### config.mk
export PLATFORM = sky130hd
export DESIGN_NAME = cost_tbl_rsp_flat
export DESIGN_NICKNAME = d
export VERILOG_FILES = /design/src/rtl/cost_tbl_pkg.sv /design/src/rtl/cost_tbl_rsp_if.sv /design/src/rtl/cost_tbl_mem.sv /design/src/rtl/cost_tbl_rsp.sv /design/src/flat_wrapper.sv
export SDC_FILE = /design/constraint.sdc
export NUM_CORES = 1
export LEC_CHECK = 0
export ABC_AREA = 1
export ABC_CLOCK_PERIOD_IN_PS = 2800
export CAP_MARGIN = 5
export CORE_MARGIN = 2
export CORE_UTILIZATION = 57
export CTS_CLUSTER_DIAMETER = 30
export CTS_CLUSTER_SIZE = 25
export DETAILED_ROUTE_END_ITERATION = 8
export PLACE_DENSITY = 0.74
export SLEW_MARGIN = 20
export SYNTH_ARGS = -nofsm -noshare
export SYNTH_HDL_FRONTEND = slang
export SYNTH_SLANG_ARGS = --single-unit
### constraint.sdc
create_clock -name CLK -period 2.8 [get_ports CLK]
set_clock_uncertainty 0.1 [all_clocks]
set_input_delay 0.28 -clock CLK [delete_from_list [all_inputs] [get_ports CLK]]
set_output_delay 0.28 -clock CLK [all_outputs]
set_load 0.03 [all_outputs]
### src/rtl/cost_tbl_pkg.sv
// Shared types and sizes for the JAM cost-table responder.
// COST_TBL_ROWMIN_EN enables the row-minimum lower-bound accumulator.
package cost_tbl_pkg;

  localparam int N      = 8;
  localparam int COST_W = 7;
  localparam int LB_W   = 10;
  localparam int IDX_W  = 6;

  localparam logic [IDX_W-1:0] LAST_IDX = IDX_W'(N * N - 1);

  typedef enum logic {
    LOAD,
    FULL
  } state_t;

  function automatic logic [COST_W-1:0] min2(
    input logic [COST_W-1:0] a,
    input logic [COST_W-1:0] b
  );
    return (a < b) ? a : b;
  endfunction

endpackage

### src/rtl/cost_tbl_rsp_if.sv
// Load stream and W/J query port of the cost-table responder.
// Master is the search engine / loader, slave is the responder.
interface cost_tbl_rsp_if;
  import cost_tbl_pkg::*;

  logic              LD_VALID;
  logic              LD_READY;
  logic [COST_W-1:0] LD_DATA;
  logic              LD_LAST;
  logic              TBL_READY;
  logic [2:0]        W;
  logic [2:0]        J;
  logic [COST_W-1:0] Cost;

  modport master (
    output LD_VALID, LD_DATA, LD_LAST, W, J,
    input  LD_READY, TBL_READY, Cost
  );

  modport slave (
    input  LD_VALID, LD_DATA, LD_LAST, W, J,
    output LD_READY, TBL_READY, Cost
  );

endinterface

### src/rtl/cost_tbl_mem.sv
// 64-entry cost storage: one synchronous write, one async read.
// Storage is intentionally not reset.
module cost_tbl_mem
  import cost_tbl_pkg::*;
(
  input  logic              CLK,
  input  logic              we,
  input  logic [IDX_W-1:0]  waddr,
  input  logic [COST_W-1:0] wdata,
  input  logic [IDX_W-1:0]  raddr,
  output logic [COST_W-1:0] rdata
);

  logic [COST_W-1:0] mem [N*N];

  always_ff @(posedge CLK) begin
    if (we) mem[waddr] <= wdata;
  end

  assign rdata = mem[raddr];

endmodule

### src/rtl/cost_tbl_rsp.sv
// Cost-table responder: loads an 8x8 cost matrix, answers W/J queries.
// Optional COST_TBL_ROWMIN_EN: accumulates row minima into LB.
module cost_tbl_rsp
  import cost_tbl_pkg::*;
(
  input  logic            CLK,
  input  logic            RST_N,
  input  logic            CLR,
  cost_tbl_rsp_if.slave   bus,
  output logic            ERR,
  output logic [LB_W-1:0] LB
);

  state_t            state_q, state_d;
  logic [IDX_W-1:0]  k_q;
  logic              err_q;
  logic              ld_ready;
  logic              tbl_ready;
  logic              xfer;
  logic              last_k;
  logic [COST_W-1:0] rdata;

  assign ld_ready  = (state_q == LOAD);
  assign tbl_ready = (state_q == FULL);
  assign last_k    = (k_q == LAST_IDX);
  // CLR takes priority: a transfer in the clear cycle is dropped
  assign xfer      = bus.LD_VALID && ld_ready && !CLR;

  always_ff @(posedge CLK or negedge RST_N) begin
    if (!RST_N) state_q <= LOAD;
    else        state_q <= state_d;
  end

  always_comb begin
    state_d = state_q;
    unique case (1'b1)
      CLR:             state_d = LOAD;
      (xfer && last_k): state_d = FULL;
      default: ;
    endcase
  end

  always_ff @(posedge CLK or negedge RST_N) begin
    if (!RST_N) begin
      k_q   <= '0;
      err_q <= 1'b0;
    end else if (CLR) begin
      k_q   <= '0;
      err_q <= 1'b0;
    end else if (xfer) begin
      k_q <= k_q + 1'b1;
      if (bus.LD_LAST != last_k) err_q <= 1'b1;
    end
  end

  cost_tbl_mem u_mem (
    .CLK   (CLK),
    .we    (xfer),
    .waddr (k_q),
    .wdata (bus.LD_DATA),
    .raddr ({bus.W, bus.J}),
    .rdata (rdata)
  );

  assign bus.LD_READY  = ld_ready;
  assign bus.TBL_READY = tbl_ready;
  assign bus.Cost      = tbl_ready ? rdata : '0;
  assign ERR           = err_q;

`ifdef COST_TBL_ROWMIN_EN
  logic [COST_W-1:0] min_q, min_d;
  logic [LB_W-1:0]   lb_q;

  // First entry of a row restarts the running minimum
  assign min_d = (k_q[2:0] == 3'd0) ? bus.LD_DATA
               : min2(bus.LD_DATA, min_q);

  always_ff @(posedge CLK or negedge RST_N) begin
    if (!RST_N) begin
      min_q <= '0;
      lb_q  <= '0;
    end else if (CLR) begin
      min_q <= '0;
      lb_q  <= '0;
    end else if (xfer) begin
      min_q <= min_d;
      if (k_q[2:0] == 3'd7)
        lb_q <= lb_q + {{(LB_W-COST_W){1'b0}}, min_d};
    end
  end

  assign LB = lb_q;
`else
  assign LB = '0;
`endif

endmodule

### src/flat_wrapper.sv
// flat-port wrapper written by rule: the top's interface ports become plain ports
module cost_tbl_rsp_flat import cost_tbl_pkg::*;
  (CLK, RST_N, CLR, ERR, LB, bus_LD_VALID, bus_LD_DATA, bus_LD_LAST, bus_W, bus_J, bus_LD_READY, bus_TBL_READY, bus_Cost);
  cost_tbl_rsp_if bus_i ();
  input  logic CLK;
  input  logic RST_N;
  input  logic CLR;
  output logic ERR;
  output logic [LB_W-1:0] LB;
  input wire logic [$bits(bus_i.LD_VALID)-1:0] bus_LD_VALID;
  input wire logic [$bits(bus_i.LD_DATA)-1:0] bus_LD_DATA;
  input wire logic [$bits(bus_i.LD_LAST)-1:0] bus_LD_LAST;
  input wire logic [$bits(bus_i.W)-1:0] bus_W;
  input wire logic [$bits(bus_i.J)-1:0] bus_J;
  output wire logic [$bits(bus_i.LD_READY)-1:0] bus_LD_READY;
  output wire logic [$bits(bus_i.TBL_READY)-1:0] bus_TBL_READY;
  output wire logic [$bits(bus_i.Cost)-1:0] bus_Cost;
  assign bus_i.LD_VALID = bus_LD_VALID;
  assign bus_i.LD_DATA = bus_LD_DATA;
  assign bus_i.LD_LAST = bus_LD_LAST;
  assign bus_i.W = bus_W;
  assign bus_i.J = bus_J;
  assign bus_LD_READY = bus_i.LD_READY;
  assign bus_TBL_READY = bus_i.TBL_READY;
  assign bus_Cost = bus_i.Cost;
  cost_tbl_rsp u_core (.CLK(CLK), .RST_N(RST_N), .CLR(CLR), .bus(bus_i), .ERR(ERR), .LB(LB));
endmodule
---- Word-level counts from Yosys, hierarchy flattened ----
Memory sizes are Yosys's and may differ from the RTL's.
Cells that the tools add are included.
cells by class
  $add $sub $neg .......................... 1
  equality and inequality tests ........... 2
  multiplexer cells ....................... 9
  bitwise gates (word level) .............. 1
  reduce and logical (&&, ||, !) cells .... 8
operators by type and width
  operator                                                        number
  6-bit 2-to-1 mux                                                2
  7-bit 2-to-1 mux                                                1
  6-bit by 1-bit adder with 6-bit output (second input constant)  1
  6-bit == test (second input constant)                           1
  2-bit nonzero test                                              3
  1-bit 2-to-1 mux                                                5
  1-bit logical AND                                               3
  1-bit case mux with 2 select lines                              1
  2-bit AND reduction                                             1
  1-bit zero test                                                 1
  1-bit inequality test                                           1
  1-bit NOT                                                       1
storage, ports and cells
  bits in registers ....................... 8
  bits in writable memories ............... 448
  input bits .............................. 18
  output and inout port bits .............. 20
  word-level logic and storage cells ...... 25
  memories ................................ 1
memories
  memory            depth  width  read ports  clocked after Yosys merged registers in  write ports  RTL line            RTL
  u_core.u_mem.mem  64     7      1           0                                        1            cost_tbl_mem.sv:14  logic [COST_W-1:0] mem [N*N];

---- Longest topological paths before layout ----
  depth after elaboration ................. 5
  gate-level depth with buffers ........... 12
  depth with buffers taken out ............ 9

---- Cells and area by module ----
A second synthesis with hierarchy kept.
unflattened totals
  cells, all modules ...................... 1671
  area total of the unflattened synthesis .. 19039.5 µm²
modules (own cells, without submodules)
  module        times used  cells each  area each (µm²)  sequential area each (µm²)
  cost_tbl_mem  1           1583        18405.2          13452.9
  cost_tbl_rsp  1           88          634.4            200.2

---- Worst setup path before layout ----
Ideal clock, no wire load.
  path type ............................... register -> register
  start point ............................. register u_core.state_q, in the netlist u_core.bus.TBL_READY
  end point ............................... memory u_core.u_mem.mem[11][0], enable pin
  setup time .............................. 360 ps
  arrival ................................. 1862 ps
  data required time ...................... 2340 ps
  setup slack ............................. 477 ps
  cell stages (with the launch flop) ...... 8
  path buffers ............................ 0
  period minus slack after synthesis ...... 2323 ps
  cell sequence ........................... dfrtp_1 inv_2 nand2_2 nor2_1 inv_1 nor2_1 nand3_1 nor2_1
between the ends
  cells in the longest elaborated chain, start to end .. 5
ends and longest elaborated chain
  element                                 RTL line            RTL
  start: declaration                      cost_tbl_rsp.sv:14  state_t state_q, state_d;
  start signal: assignment                cost_tbl_rsp.sv:31  else state_q <= state_d;
  1-bit NOT                               cost_tbl_rsp.sv:23  assign ld_ready = (state_q == LOAD);
  named net bus_LD_READY                  flat_wrapper.sv:15  output wire logic [$bits(bus_i.LD_READY)-1:0] bus_LD_READY;
  1-bit logical AND (2 in series)         cost_tbl_rsp.sv:27  assign xfer = bus.LD_VALID && ld_ready && !CLR;
  1-bit 2-to-1 mux                        cost_tbl_mem.sv:17  if (we) mem[waddr] <= wdata;
  1-bit 2-to-1 mux (implied by the code)  cost_tbl_mem.sv:17
  end: declaration                        cost_tbl_mem.sv:14
The timed path passes the listed nets, and every way through them passes these cells.

---- Final worst setup path ----
  start point ............................. input port bus_W[0]
  end point ............................... output port bus_Cost[3]
between the ends
  cells in the longest elaborated chain, start to end .. 2
ends and longest elaborated chain
  element                 RTL line            RTL
  start: declaration      flat_wrapper.sv:13  input wire logic [$bits(bus_i.W)-1:0] bus_W;
  memory read 64 x 7 bit  --
  7-bit 2-to-1 mux        cost_tbl_rsp.sv:67  assign bus.Cost = tbl_ready ? rdata : '0;
  end: declaration        flat_wrapper.sv:17  output wire logic [$bits(bus_i.Cost)-1:0] bus_Cost;
Every way passes these cells.

==> results.md <==
* Worst path most repeated cell: nand3_1
* DR pass1 iterations at 5
* Hold path depth at 2
* Reg2Reg Capture Point: u_core.u_mem.mem[11][6]$_DFFE_PP_
* Synth Register Bits at 456
* FMAX at 0.371 GHz
* Minimum clock period at 2.69 ns
* WP data required at 2.42 ns
* Dominant cells by area after synthesis: edfxtp_1 (71%), nand2_1 (11%), nand3_1 (10%), nor2_1 (1.4%), buf_4 (1.1%)
* Share of layout cells above drive strength 1 at 14.3%
* Worst slew margin at 45.6%
* Crit path DAT at 2.31 ns
* Cell Area, Synth at 0.0189 sq mm
* CTS Buffer Depth at 3
* Die W at 186 um
* Final Max Slew Viols at 0
* Buf/Inv on CP at 3
* Vias in the first global route at 13200
* Final wirelength at 48.1 mm
* Post-route ant nets at 0
* Area delta synth->final at 19.6%
* CP Cell Sequence: clkdlybuf4s50_1 -> inv_2 -> nand2_1 -> nand3_1 -> nand3_1 -> a21oi_1 -> buf_12
* Sequential area share after synthesis at 72.2%
* Pin count of the biggest net entering global routing at 99
* ANT cells at 0
* RSZ-0062 raised after global routing: no
* Top Family by Delay on Critical Path: buffers and inverters
* Cell Int Power at 13500 uW
* Gr usage total at 29.0%
* Clock Power Share at 52.3%
* Placement Cell Area at 0.0200 sq mm
* Initial DRC Count at 1890
* Synth warn at 0
* Die Ht at 186 um
* CP Capture Type: primary output
* Clock transition at the registers of the reported paths at 0.05 ns
* Clock Tree Root: clkbuf_16
* Slowest cell on crit path: clkdlybuf4s50_1
* Vias per inst at 5.88
* GRT busiest layer: met2
* Peak VDD IR at 480 uV
* Setup violators final at 0
* Hold path start: bus_LD_DATA[2]
* R2R Setup Slk at 0.32 ns
* Instance count on the critical path at 7
* PwrDens at 776 mW/mm^2
* Synth unique cells at 26
* Maxcap violations at 0
* Hold crit path type: input port to flip-flop
* Cells after Synth at 1640
* Num CTS Buffers at 80
* Core area at 0.0326 sq mm
* Commonest cells after routing, fill and taps aside: nand2_1 (572), edfxtp_1 (448), nand3_1 (386), buf_4 (93), clkbuf_16 (82)
* Nets at 1774
* Final core occ at 69.4%
* Sw Ratio at 23.1%
* Smallest hold slack at 0.138 ns
* Hpwl dp at 28.4 mm
* Least-Margin Pin Slew at 0.816 ns
* H-tree lvl count at 3
* Met2 usage at 46.5%
* First-pass GRT wire length at 74.7 mm
* Fin. Hold Viols at 0
* # IOs at 38
* R2R depth at 9
* Outcome: complete, no violations
* Placed insts at 2114
* Worst-Skew Late Latency at 0.57 ns
* Initial antenna violation count at 0
* Combinational Power Share at 4.9%
* Die area at 0.0347 sq mm
* Finished layout cell area at 0.0226 sq mm
* Met1 usage at 38.8%
* Startpoint Class: input port
* Critical Path Max Stage Delay at 0.50 ns
* Fin cells at 2262
* Synth top area share at 71.1%
* Period utilisation layout at 96.2%
* Sequential share of power at 42.8%
* Crit Path Max Fanout at 28
* WL per Instance at 21.3 um
* Commonest non-fill, non-tap cell in the layout: nand2_1
* Psw at 4070 uW
* Via count at 13300
* Port bufs at 27
* WS Path Type: input port to primary output
* CTS tree: built
* Leakage at 0.00842 uW
* Placer Congestion at 0.924
* Clock sink count at 456
* Sum Neg Setup Slack at 0 ns
* Row count at 66
* Avg Cell Area, Syn at 11.5 sq um
* DRC viols at 0
* GRT Residual Overflow at 0
* GRT met3 Usage at 6.48%
* Hold path endpoint: u_core.u_mem.mem[38][2]$_DFFE_PP_
* R2R Path Start: u_core.bus.TBL_READY$_DFFE_PN0P_
* Post-synth top area cell: edfxtp_1
* Initial cell density of the core at 58.0%
-- Yosys cell counts (all sizes together) --
| cell | instances |
|---|---|
| ha | 1 |
| nor3b | 2 |
| inv | 20 |
| conb | 1 |
| clkbuf | 11 |
| nand3 | 388 |
| buf | 94 |
| nand2 | 573 |
| nor3 | 2 |
| a31oi | 1 |
| nor2 | 72 |
| o22ai | 1 |
| edfxtp | 448 |
| a22o | 1 |
| dfrtp | 8 |
| o21ai | 6 |
| a21oi | 11 |
-- sequential cells by signal (all words and copies together) (netlist names) --
register	flops
u_core.u_mem.mem	448
u_core.k_q	6
u_core.ERR	1
u_core.bus.TBL_READY	1
-- worst max path at each step --
stage / start / to
final: bus_W[0] / bus_Cost[3]
after global routing: u_core.u_mem.mem[56][3]$_DFFE_PP_ / bus_Cost[3]
after CTS: u_core.bus.TBL_READY$_DFFE_PN0P_ / u_core.u_mem.mem[59][5]$_DFFE_PP_
after detailed placement: CLR / u_core.u_mem.mem[59][1]$_DFFE_PP_
after global placement: bus_LD_VALID / u_core.u_mem.mem[59][4]$_DFFE_PP_
after floorplan: u_core.bus.TBL_READY$_DFFE_PN0P_ / u_core.u_mem.mem[11][0]$_DFFE_PP_
-- repair_timing --
action | in CTS | in global routing
hold endpoints to repair | 8 | 0
gates resized for setup | 0 | 2
buffers inserted | 0 | 0
endpoints found under the setup margin | 0 | 10
hold buffers | 1 | 0
-- worst register-to-register path, cell delays in order (launching register included) --
cell     delay, ns
dfrtp_1       0.38
inv_2         0.23
nand2_2       0.11
nor2_1        0.21
inv_1         0.16
nor2_1        0.20
nand3_1       0.16
buf_4         0.24
nor2_2        0.21
buf_4         0.18
-- layout make-up --
class / count / area (sq um)
flip-flops and latches: 456 / 13700
fillers: 2295 / 9980
multi-input cells: 1068 / 4560
clock buffers: 90 / 2090
repair buffers: 129 / 1180
well taps: 442 / 553
clock inverters: 57 / 510
inverters: 20 / 81.3
-- logic make-up (layout without fill, tap and decap cells) --
logic type	Yosys count	count (layout)	share of synthesized area [%]
simple gates	1037	1037	23.3
flops	456	456	72.2
buf+inv	125	296	3.91
compound gates	20	20	0.562
fa+ha+maj	1	1	0.0661
other cells	1	10	0.0198
-- power groups by stage --
stage | Combinational (uW) | Sequential [uW] | Clock (uW)
4_1_cts | 849 | 7530 | 9280
3_5_place_dp | 840 | 7660 | 0
3_3_place_gp | 831 | 7660 | 0
6_report | 858 | 7530 | 9180
2_1_floorplan | 511 | 7660 | 0
5_1_grt | 939 | 7520 | 9610
-- metrics by stage --
| step | worst slack (ns) | power (uW) |
|---|---|---|
| 6_report | 0.106 | 17600 |
| 5_1_grt | 0.000470 | 18100 |
| 4_1_cts | 0.143 | 17700 |
| 3_5_place_dp | 0.00605 | 8500 |
| 3_3_place_gp | 0.0466 | 8490 |
| 2_1_floorplan | 0.477 | 8170 |
-- layer usage --
layer	share of wire, %	wire length [um]
met1	38	18400
met2	48	22900
met3	11	5220
met4	3.4	1650
met5	0	0
Power figures use the tool's default switching activity.
